### config.mk
export PLATFORM = sky130hd
export DESIGN_NAME = imem_fetch_responder
export DESIGN_NICKNAME = d
export VERILOG_FILES = /design/src/rtl/common_pkg.sv /design/src/rtl/imem_fetch_responder.sv
export SDC_FILE = /design/constraint.sdc
export NUM_CORES = 1
export LEC_CHECK = 0
export CORE_ASPECT_RATIO = 0.9
export CORE_MARGIN = 2
export CORE_UTILIZATION = 38
export DETAILED_ROUTE_END_ITERATION = 8
export PLACE_DENSITY_LB_ADDON = 0.15
export REMOVE_ABC_BUFFERS = 1
export SYNTH_ARGS = -nofsm -noshare
export SYNTH_HDL_FRONTEND = slang
export SYNTH_SLANG_ARGS = --single-unit
### constraint.sdc
create_clock -name clk -period 2.9 [get_ports clk]
set_clock_uncertainty 0.2 [all_clocks]
set_input_delay 0.58 -clock clk [delete_from_list [all_inputs] [get_ports clk]]
set_output_delay 0.58 -clock clk [all_outputs]
set_load 0.05 [all_outputs]
### src/rtl/common_pkg.sv
// Shared types for the instruction-fetch path.
// instruction_type: one 32-bit instruction window as returned to fetch.
package common;

    typedef logic [31:0] instruction_type;

endpackage

### src/rtl/imem_fetch_responder.sv
// Instruction-memory fetch responder with a single held word.
// Ports: fetch side req_valid/req_addr/flush/invalidate -> busy,
//   rsp_valid/rsp_data/misalign_err; memory side mem_req/mem_addr ->
//   mem_rvalid/mem_rdata. Clock clk, async active-low reset reset_n.
module imem_fetch_responder
    import common::*;
(
    input  logic            clk,
    input  logic            reset_n,
    input  logic            req_valid,
    input  logic [31:0]     req_addr,
    input  logic            flush,
    input  logic            invalidate,
    output logic            busy,
    output logic            rsp_valid,
    output instruction_type rsp_data,
    output logic            misalign_err,
    output logic            mem_req,
    output logic [29:0]     mem_addr,
    input  logic            mem_rvalid,
    input  logic [31:0]     mem_rdata
);

    typedef enum logic [1:0] {
        IDLE    = 2'd0,
        READ_LO = 2'd1,
        READ_HI = 2'd2
    } state_e;

    typedef struct packed {
        logic        valid;
        logic [29:0] tag;
        logic [31:0] data;
    } hold_t;

    state_e          state_q, state_d;
    logic [29:0]     word_q, word_d;
    logic            half_q, half_d;
    logic            cancel_q, cancel_d;
    logic            drop_q, drop_d;
    hold_t           hold_q, hold_d;
    logic            rsp_valid_q, rsp_valid_d;
    instruction_type rsp_data_q, rsp_data_d;
    logic            misalign_q, misalign_d;

    logic [29:0]     word_hi;
    logic            hit;
    logic            cancel_now;
    logic            drop_now;

    assign word_hi    = word_q + 30'd1;
    // A same-cycle invalidate wins over a lookup.
    assign hit        = hold_q.valid && !invalidate
                        && (hold_q.tag == req_addr[31:2]);
    assign cancel_now = cancel_q || flush;
    assign drop_now   = drop_q || invalidate;

    always_comb begin
        state_d     = state_q;
        word_d      = word_q;
        half_d      = half_q;
        cancel_d    = cancel_q;
        drop_d      = drop_q;
        hold_d      = hold_q;
        rsp_valid_d = 1'b0;
        rsp_data_d  = rsp_data_q;
        misalign_d  = 1'b0;

        unique case (state_q)
            IDLE: begin
                // flush in IDLE has no in-flight read to cancel.
                if (req_valid) begin
                    word_d   = req_addr[31:2];
                    half_d   = req_addr[1];
                    cancel_d = 1'b0;
                    drop_d   = 1'b0;
                    if (req_addr[0]) begin
                        misalign_d = 1'b1;
                        rsp_data_d = '0;
                    end else if (hit && !req_addr[1]) begin
                        rsp_valid_d = 1'b1;
                        rsp_data_d  = hold_q.data;
                    end else if (hit) begin
                        state_d = READ_HI;
                    end else begin
                        state_d = READ_LO;
                    end
                end
            end
            READ_LO: begin
                cancel_d = cancel_now;
                drop_d   = drop_now;
                if (mem_rvalid) begin
                    // Low word is kept even when dropped: READ_HI needs it.
                    hold_d.data  = mem_rdata;
                    hold_d.tag   = word_q;
                    hold_d.valid = !drop_now;
                    if (half_q && !cancel_now) begin
                        state_d = READ_HI;
                    end else begin
                        state_d = IDLE;
                        if (!cancel_now) begin
                            rsp_valid_d = 1'b1;
                            rsp_data_d  = mem_rdata;
                        end
                    end
                end
            end
            READ_HI: begin
                cancel_d = cancel_now;
                drop_d   = drop_now;
                if (mem_rvalid) begin
                    hold_d.data  = mem_rdata;
                    hold_d.tag   = word_hi;
                    hold_d.valid = !drop_now;
                    state_d      = IDLE;
                    if (!cancel_now) begin
                        rsp_valid_d = 1'b1;
                        rsp_data_d  = {mem_rdata[15:0],
                                       hold_q.data[31:16]};
                    end
                end
            end
            default: begin
                state_d = IDLE;
            end
        endcase

        if (invalidate) begin
            hold_d.valid = 1'b0;
        end
    end

    always_ff @(posedge clk or negedge reset_n) begin
        if (!reset_n) begin
            state_q     <= IDLE;
            word_q      <= '0;
            half_q      <= 1'b0;
            cancel_q    <= 1'b0;
            drop_q      <= 1'b0;
            hold_q      <= '0;
            rsp_valid_q <= 1'b0;
            rsp_data_q  <= '0;
            misalign_q  <= 1'b0;
        end else begin
            state_q     <= state_d;
            word_q      <= word_d;
            half_q      <= half_d;
            cancel_q    <= cancel_d;
            drop_q      <= drop_d;
            hold_q      <= hold_d;
            rsp_valid_q <= rsp_valid_d;
            rsp_data_q  <= rsp_data_d;
            misalign_q  <= misalign_d;
        end
    end

    assign busy         = (state_q != IDLE);
    assign mem_req      = (state_q != IDLE);
    assign mem_addr     = (state_q == READ_HI) ? word_hi : word_q;
    assign rsp_valid    = rsp_valid_q;
    assign rsp_data     = rsp_data_q;
    assign misalign_err = misalign_q;

endmodule

==> results of run 1 <==
-- flip-flops by register name, summed over array words and instances (netlist names) --
register,flops
rsp_data,32
half_q,1
rsp_valid,1
hold_q,63
word_q,30
cancel_q,1
state_q,2
drop_q,1
misalign_err,1
-- area by class of cell --
cell class,count,share of cell area
Timing Repair Buffer,214,0.2172
Tap cell,255,0.02889
Multi-Input combinational cell,518,0.3929
Clock inverter,13,0.01869
Sequential cell,132,0.2992
Inverter,9,0.003059
Clock buffer,19,0.04010
-- worst reg2reg max path, delay by kind of cell (launching register included) --
family	cells	cell delay (ps)
AOI/OAI and AO/OA	2	290
adders and majority gates	1	140
buffers and inverters	6	990
DFF	1	380
muxes	1	230
and+or+nand+nor	2	340
-- kinds of logic after synthesis --
logic type	count (synthesis)
muxes	126
buffers and inverters	102
and+or+nand+nor	217
adders and majority gates	5
xor gates and xnor gates	59
DFF	132
AOI/OAI and AO/OA	111
-- report_power, final --
group | internal, mW | switching (mW)
clock network | 1.55 | 0.831
logic | 4.08 | 4.97
registers | 2.82 | 0.802
total | 8.45 | 6.61
-- path summary, 6_finish.rpt --
kind / endpoint / depth (start not counted) / slack, ps / start
max: mem_addr[28] / 7 / -260 / word_q[9]
min: hold_q[15] / 1 / 310 / hold_q[15]
max reg2reg: rsp_data[13] / 12 / 170 / state_q[0]
min reg2reg: hold_q[15] / 1 / 310 / hold_q[15]
max in group asynchronous: word_q[12] / 3 / 1290 / reset_n
min in group asynchronous: hold_q[37] / 2 / 520 / reset_n
-- placed cells by master (no fill, tap or decap), drive strengths merged, types with 20 or more instances in the layout --
cell	n
nand3	43
mux2	94
clkdlybuf4s50	101
a22oi	31
a22o	32
o311ai	32
dfrtp	132
clkbuf	20
nand4	50
nor2	75
buf	111
mux2i	32
xnor2	44
-- metrics by stage --
stage	power [mW]	hold WS [ps]
after floorplan	8.659	84.41
after global placement	11.90	284.6
after detailed placement	12.14	295.2
after CTS	14.87	307.9
after global routing	15.90	327.9
final	15.05	305.0
-- routing by layer --
layer,wire length [um],up-vias
met2,11010,216
li1,-,3048
met3,1366,28
met5,0,-
met4,351,0
met1,10390,3310
-- repair_timing --
item	4_1_cts	5_1_grt
cloned	0	1
pin swaps	20	17
endpoints found under the setup margin	24	46
hold buffers	1	0
buffers inserted	13	7
gates resized for setup	32	25
hold endpoints to repair	50	0
==> qor.yml, run 1 <==
grt_max_degree: 69
synth-adder-area-share: 0.007978
muxShareOfSynthArea: 0.1758
yosysWarnings: 0
synth_top_family_by_area: "multiplexers"
drive_gt1_frac: 0.3171
met3_usage: 0.05136
fill_cells: 1755
num_vias: 6602
post_dp_cell_area_sq_um: 9927
die_h_um: 140.3
start_util: 0.3899
avgViaCountPerCell: 5.691
post-route-util: 0.5492
synth_edf_count: 0
arrival_ps: 2380
irDropWorstVdd_mv: 0.6464
p_leak_nw: 4.504
clock_path_buffers: 2
placement.io_buffers: 135
critical_path.endpoint_type: "primary output"
rsz0062_at_grt: "true"
antenna_found_initial: 0
synthCells: 752
grt_pass1_vias: 6832
cts_made_buffers: 17
status: "complete, but fails checks"
first_pass_iters: 6
fin_ws_ps: -259.5
grt_pass1_wl_mm: 37.23
remaining_drc_errors: 0
finalCritPeriodShare: 1.089
drt_iter0_drc: 413
instances_no_fill: 1160
synthTopCellsByArea: "dfrtp_1 (42%), mux2_2 (13%), xnor2_1 (4.8%)"
synth-compound-area-share: 0.1135
syn2layout_area_growth_pct: 40.85
clkSinkCount: 132
grt_use_met1: 0.3049
synth_most_common_cell: "dfrtp_1"
synth_top_area_share: 0.4213
synth_seq_cells: 132
multi_input_area_sq_um: 4339
required_ps: 2120
final_nets: 967
setup_viol: 17
grt_overflow: 0
ios: 136
chipWidth_um: 155.4
ys_top_cells_by_count: "dfrtp_1 (132), mux2_2 (94), nor2_1 (75)"
maxCapViolations: 0
slew_violations: 0
clk_pin_slew_ps: 60
fin_setup_tns_ps: -2768
slowest_stage: "or4_4"
path_max_fanout: 8
drtAntennaViolNets: 0
hold_class: "reg2reg"
design.core.area_sq_um: 20110
row_count: 49
grt_usage: 0.2181
synth_cell_types: 43
min_period_ps: 3159
grtUsageMet2: 0.3391
worstSkewPairLatency_ps: 420
synth_xor_area_frac: 0.06686
cp-start-kind: "register"
syn_area_per_cell_sq_um: 10.43
yosysSeqAreaShare: 0.4213
critPathBufInv: 3
finalInstanceArea_sq_um: 11040
synthFlopType: "dfrtp_1"
crit_family: "simple AND/OR/NAND/NOR gates"
cp_slowest_stage_delay_ps: 540
routedWlPerCell_um: 19.92
hpwl_mm: 15.57
num_antenna_cells: 0
tightest_slew_ps: 666.7
wl_mm: 23.11
finalHoldViolations: 0
dieArea_sq_um: 21800
critical_path_class: "reg2out"
maxSlewHeadroom: 0.5555
cts_tree: "yes"
cellPowerDensity_nw_per_um2: 1363
root_buffer: "clkbuf_16"
place_inst: 1108
clock.fmax_ghz: 0.3165
dp_slack_ps: -395.8
synth_area_sq_um: 7841
seq_area_sq_um: 3304
htreeDepth: 4
grt_busiest_layer: "met2"
synthArstFlopShare: 1.000
violations: "negative setup slack"
gp_congestion: 0.7939
yosysTopAreaCell: "dfrtp_1"
cp_cell_sequence: "nand4_2 > or4_4 > buf_6 > nor4_2 > xor2_1 > buf_4 > buf_12"
synthSimpleGateAreaFrac: 0.1492
Power figures use the tool's default switching activity.
==> inputs of run 2 (changes only) <==
- CORE_UTILIZATION: 38 -> 35
- SKIP_CTS_REPAIR_TIMING: not set -> 1
==> qor.yml, run 2 (synthesis results as in run 1) <==
hold_depth: 1  # unchanged
reg2reg_slack_ps: 310  # +140 ps
design.core.area_sq_um: 21820  # +8.5%
layout_common_cells: "dfrtp_1 (130), clkdlybuf4s50_1 (101), mux2_2 (94), nor2_1 (70), buf_4 (64)"
clock.fmax_ghz: 0.2991  # -5.5%
maxSlewHeadroom: 0.5963  # +0.04074
min_from: "hold_q[11]"
tightest_slew_ps: 605.6  # -61.12 ps
grt_overflow: 0  # unchanged
htreeDepth: 4  # unchanged
critical_path.reg2reg.startpoint: "state_q[1]"
final_common_cell: "dfrtp_1"
finalHoldViolations: 0  # unchanged
maxCapViolations: 0  # unchanged
drive_gt1_frac: 0.3201  # +0.002961
cts_tree: "yes"
grt_usage: 0.1940  # -0.02418
critical_path_class: "reg2out"
num_antenna_cells: 0  # unchanged
row_count: 51  # +4.1%
cellPowerDensity_nw_per_um2: 1346  # -1.3%
timing.critical_path.from: "word_q[8]"
grt_pass1_vias: 6759  # -1.1%
p_leak_nw: 4.522  # +0.41%
r2r_cells: 9  # -3
critical_path.endpoint_type: "primary output"
first_pass_iters: 5  # -1
hold_slack_ps: 311.5  # +6.412 ps
syn2layout_area_growth_pct: 41.50
remaining_drc_errors: 0  # unchanged
p_switching_mw: 6.636  # +0.45%
cts_made_buffers: 17  # unchanged
finalPower_mw: 14.93  # -0.82%
start_util: 0.3593  # -0.03063
p_int_mw: 8.294  # -1.8%
antenna_found_initial: 0  # unchanged
drt_iter0_drc: 510  # +23%
r2r-end: "rsp_data[1]"
min_period_ps: 3343  # +183.5 ps
finalCritPeriodShare: 1.153  # +0.06329
largest_reg_flops: 63  # unchanged
setup_viol: 18  # +1
dieArea_sq_um: 23620  # +8.3%
instances_no_fill: 1197  # +3.2%
worstSkewPairLatency_ps: 420  # about the same
gp_congestion: 0.8358  # +5.3%
placement.io_buffers: 135  # unchanged
fin_ws_ps: -443.0  # -183.5 ps
ios: 136  # unchanged
switching_share: 0.4445  # +0.005593
status: "complete, but fails checks"
cp-start-kind: "register"
top_register: "hold_q"
routedWlPerCell_um: 19.97  # +0.23%
root_buffer: "clkbuf_16"
irDropWorstVdd_mv: 0.7040  # +8.9%
num_vias: 6669  # +1.0%
avgViaCountPerCell: 5.571  # -2.1%
arrival_ps: 2560  # +180 ps
clkSinkCount: 132  # unchanged
violations: "negative setup slack"
required_ps: 2120  # about the same
die_h_um: 146.0  # +4.1%
hold_class: "reg2reg"
chipWidth_um: 161.8  # +4.1%
drtAntennaViolNets: 0  # unchanged
whs_endpoint: "hold_q[11]"
combPwrFrac: 0.608  # +0.006
wl_mm: 23.90  # +3.4%
hpwl_mm: 15.70  # +0.80%
clk_pin_slew_ps: 60  # about the same
pwr-share-seq: 0.243  # +0.002
slew_violations: 0  # unchanged
place_inst: 1139  # +2.8%
rsz0062_at_grt: "true"
final_nets: 968  # +0.10%
clock_path_buffers: 2  # unchanged
grt_pass1_wl_mm: 36.27  # -2.6%
grt_max_degree: 65  # -5.8%
p_clk_frac: 0.149  # -0.009
path_max_fanout: 4  # -4
## run 2: cell count changes in the layout (fill, tap and decap cells not counted), sizes merged
cell      delta
buf          -1
bufinv       -2
clkbuf       +2
clkinv       -1
clkinvlp     +1
inv          +1
or4          +1
## run 2: area by class of cell
type                            count  area [sq um]
Clock inverter                     12         153.9
Clock buffer                       20         456.7
Sequential cell                   132          3306
Fill cell                        1961         10730
Inverter                            9         33.78
Tap cell                          291         364.1
Multi-Input combinational cell    519          4359
Timing Repair Buffer              214          2422
## run 2: worst max-delay path, stage by stage, from the launching register on
cell and delay [ps]:
dfrtp_2 410, nand4_4 120, or4_4 620, or4_4 600, xnor2_4 230, buf_12 160
## run 2: per-stage QoR
step	setup TNS, ps	area [sq um]	utilization	setup slack [ps]
finish	-4052	11100	0.5084	-443.0
floorplan	-236230	7362	-	-2962
global placement	-5183	9947	0.4558	-298.4
CTS	-7005	10560	0.4838	-451.7
global route	-5804	11100	0.5084	-526.4
detailed placement	-6878	9947	0.4558	-306.6
## run 2: per-layer routing
metal / share of wire / vias to the layer above / routed length (um) / global-route usage
met5: 0 / - / 0 / 0
met3: 0.049 / 25 / 1175 / 0.03790
met2: 0.48 / 186 / 11460 / 0.3130
li1: - / 3058 / - / -
met4: 0.015 / 0 / 354 / 0.06062
met1: 0.46 / 3400 / 10920 / 0.2628
## run 2: power by group through the flow
stage | clock network (mW) | logic (mW) | registers [mW]
6_report | 2.23 | 9.08 | 3.62
5_1_grt | 2.36 | 9.63 | 3.74
4_1_cts | 2.28 | 8.60 | 3.57
3_5_place_dp | 0 | 8.57 | 3.59
3_3_place_gp | 0 | 8.39 | 3.54
2_1_floorplan | 0 | 4.43 | 4.23
## run 2: worst max path at each step
stage / end / slack [ps] / depth (start not counted)
5_1_grt: mem_addr[26] / -530 / 6
3_3_place_gp: state_q[0] / -300 / 7
6_report: mem_addr[24] / -440 / 5
3_5_place_dp: state_q[0] / -310 / 7
4_1_cts: mem_addr[24] / -450 / 5
2_1_floorplan: rsp_data[0] / -2960 / 7
==> inputs of run 3 (changes only) <==
- clock period: 2.9 -> 2.95 ns (I/O delays scaled with it)
==> qor.yml, run 3 (synthesis results as in run 1) <==
dp_slack_ps: -333.8  # -27.21 ps
grt_pass1_vias: 6630  # -1.9%
combPwrFrac: 0.607  # about the same
grt_overflow: 0  # unchanged
required_ps: 2160  # +40 ps
p_int_mw: 8.163  # -1.6%
setup_viol: 23  # +5
slew_violations: 0  # unchanged
p_clk_frac: 0.149  # about the same
path_max_fanout: 5  # +1
final_nets: 964  # -0.41%
ios: 136  # unchanged
worstSkewPairLatency_ps: 420  # about the same
finalHoldViolations: 0  # unchanged
p_switching_mw: 6.514  # -1.9%
dieArea_sq_um: 23620  # unchanged
cp-start-kind: "register"
clock.fmax_ghz: 0.3009
critical_path.endpoint_type: "primary output"
clock_path_buffers: 2  # unchanged
hold_class: "reg2reg"
place_inst: 1132  # -0.61%
remaining_drc_errors: 0  # unchanged
maxSlewHeadroom: 0.5970  # +0.0007110
drt_iter0_drc: 537  # +5.3%
routedWlPerCell_um: 20.04  # +0.38%
finalPower_mw: 14.68  # -1.7%
num_vias: 6638  # -0.46%
seq_area_sq_um: 3306  # unchanged
clkSinkCount: 132  # unchanged
cts_made_buffers: 17  # unchanged
multi_input_area_sq_um: 4362  # about the same
fin_setup_tns_ps: -3767  # +285.7 ps
largest_reg_flops: 63  # unchanged
fin_ws_ps: -373.0  # +70.00 ps
layout_common_cells: "dfrtp_1 (130), clkdlybuf4s50_1 (101), mux2_2 (94), nor2_1 (70), buf_4 (59)"
p_leak_nw: 4.497  # -0.57%
switching_share: 0.4438  # -0.0006712
die_h_um: 146.0  # unchanged
cts_tree: "yes"
critical_path_class: "reg2out"
first_pass_iters: 5  # unchanged
maxCapViolations: 0  # unchanged
irDropWorstVdd_mv: 0.6856  # -2.6%
status: "complete, but fails checks"
htreeDepth: 4  # unchanged
timing.critical_path.from: "word_q[2]"
hpwl_mm: 15.62  # -0.53%
num_antenna_cells: 0  # unchanged
grt_usage: 0.1961  # +0.002153
tightest_slew_ps: 604.5  # -1.066 ps
grt_max_degree: 65  # unchanged
avgViaCountPerCell: 5.569  # about the same
rsz0062_at_grt: "true"
design.core.area_sq_um: 21820  # unchanged
min_from: "drop_q"
start_util: 0.3593  # unchanged
root_buffer: "clkbuf_16"
finalCritPeriodShare: 1.126
wl_mm: 23.89  # about the same
pwr-share-seq: 0.244  # about the same
clk_pin_slew_ps: 60  # about the same
violations: "negative setup slack"
cellPowerDensity_nw_per_um2: 1327  # -1.4%
gp_congestion: 0.8480  # +1.5%
instances_no_fill: 1192  # -0.42%
hold_slack_ps: 305.2  # -6.216 ps
drtAntennaViolNets: 0  # unchanged
min_period_ps: 3323
syn2layout_area_growth_pct: 41.02
grt_pass1_wl_mm: 36.62  # +0.95%
top_register: "hold_q"
arrival_ps: 2530  # -30 ps
row_count: 51  # unchanged
antenna_found_initial: 0  # unchanged
critical_path.reg2reg.startpoint: "state_q[1]"
placement.io_buffers: 135  # unchanged
fill_cells: 1921  # -2.0%
chipWidth_um: 161.8  # unchanged
drive_gt1_frac: 0.3130  # -0.007103
final_common_cell: "dfrtp_1"
## run 3: cell count changes in the layout (fill, tap and decap cells not counted), sizes merged
cell	before	now
buf	110	105
clkbuf	22	25
clkinv	5	3
inv	10	9
## run 3: worst paths after layout
| path | end | cells past startpoint | slack [ps] |
|---|---|---|---|
| min in group asynchronous | hold_q[32] | 2 | 550 |
| min | drop_q | 2 | 310 |
| max | mem_addr[13] | 8 | -370 |
| max in group asynchronous | word_q[9] | 3 | 1170 |
| max reg2reg | rsp_data[16] | 10 | 260 |
| min reg2reg | drop_q | 2 | 310 |
## run 3: per-stage QoR
stage,utilization,cell area [sq um]
5_1_grt,0.5067,11060
4_1_cts,0.4804,10480
6_report,0.5067,11060
3_5_place_dp,0.4528,9882
3_3_place_gp,0.4528,9882
2_1_floorplan,-,7362
## run 3: critical path, cell delays in order, from the launching register on
cell and delay, ps:
dfrtp_1 360, nand4_1 130, buf_4 190, or4_4 600, buf_4 170, nor3_4 170, xor2_1 190, buf_4 160
buf_12 130
## run 3: layout make-up
type / count / share of cell area
well taps: 291 / 0.03293
clock inverters: 9 / 0.01154
multi-input cells: 519 / 0.3944
inverters: 9 / 0.003055
flip-flops and latches: 132 / 0.2989
repair buffers: 210 / 0.2162
clock buffers: 22 / 0.04288
## run 3: per-layer routing
layer,vias to the layer above,part of all wire,global-route usage
met1,3376,0.46,0.2733
li1,3041,-,-
met4,0,0.0086,0.04027
met5,-,0,0
met2,206,0.48,0.3102
met3,15,0.056,0.04845
## run 3: power groups by stage
stage | sequential [mW] | combinational [mW] | clock, mW
after floorplan | 4.16 | 4.36 | 0
after global placement | 3.48 | 8.19 | 0
after detailed placement | 3.53 | 8.38 | 0
after CTS | 3.51 | 8.41 | 2.22
after global routing | 3.71 | 9.43 | 2.30
final | 3.58 | 8.90 | 2.19
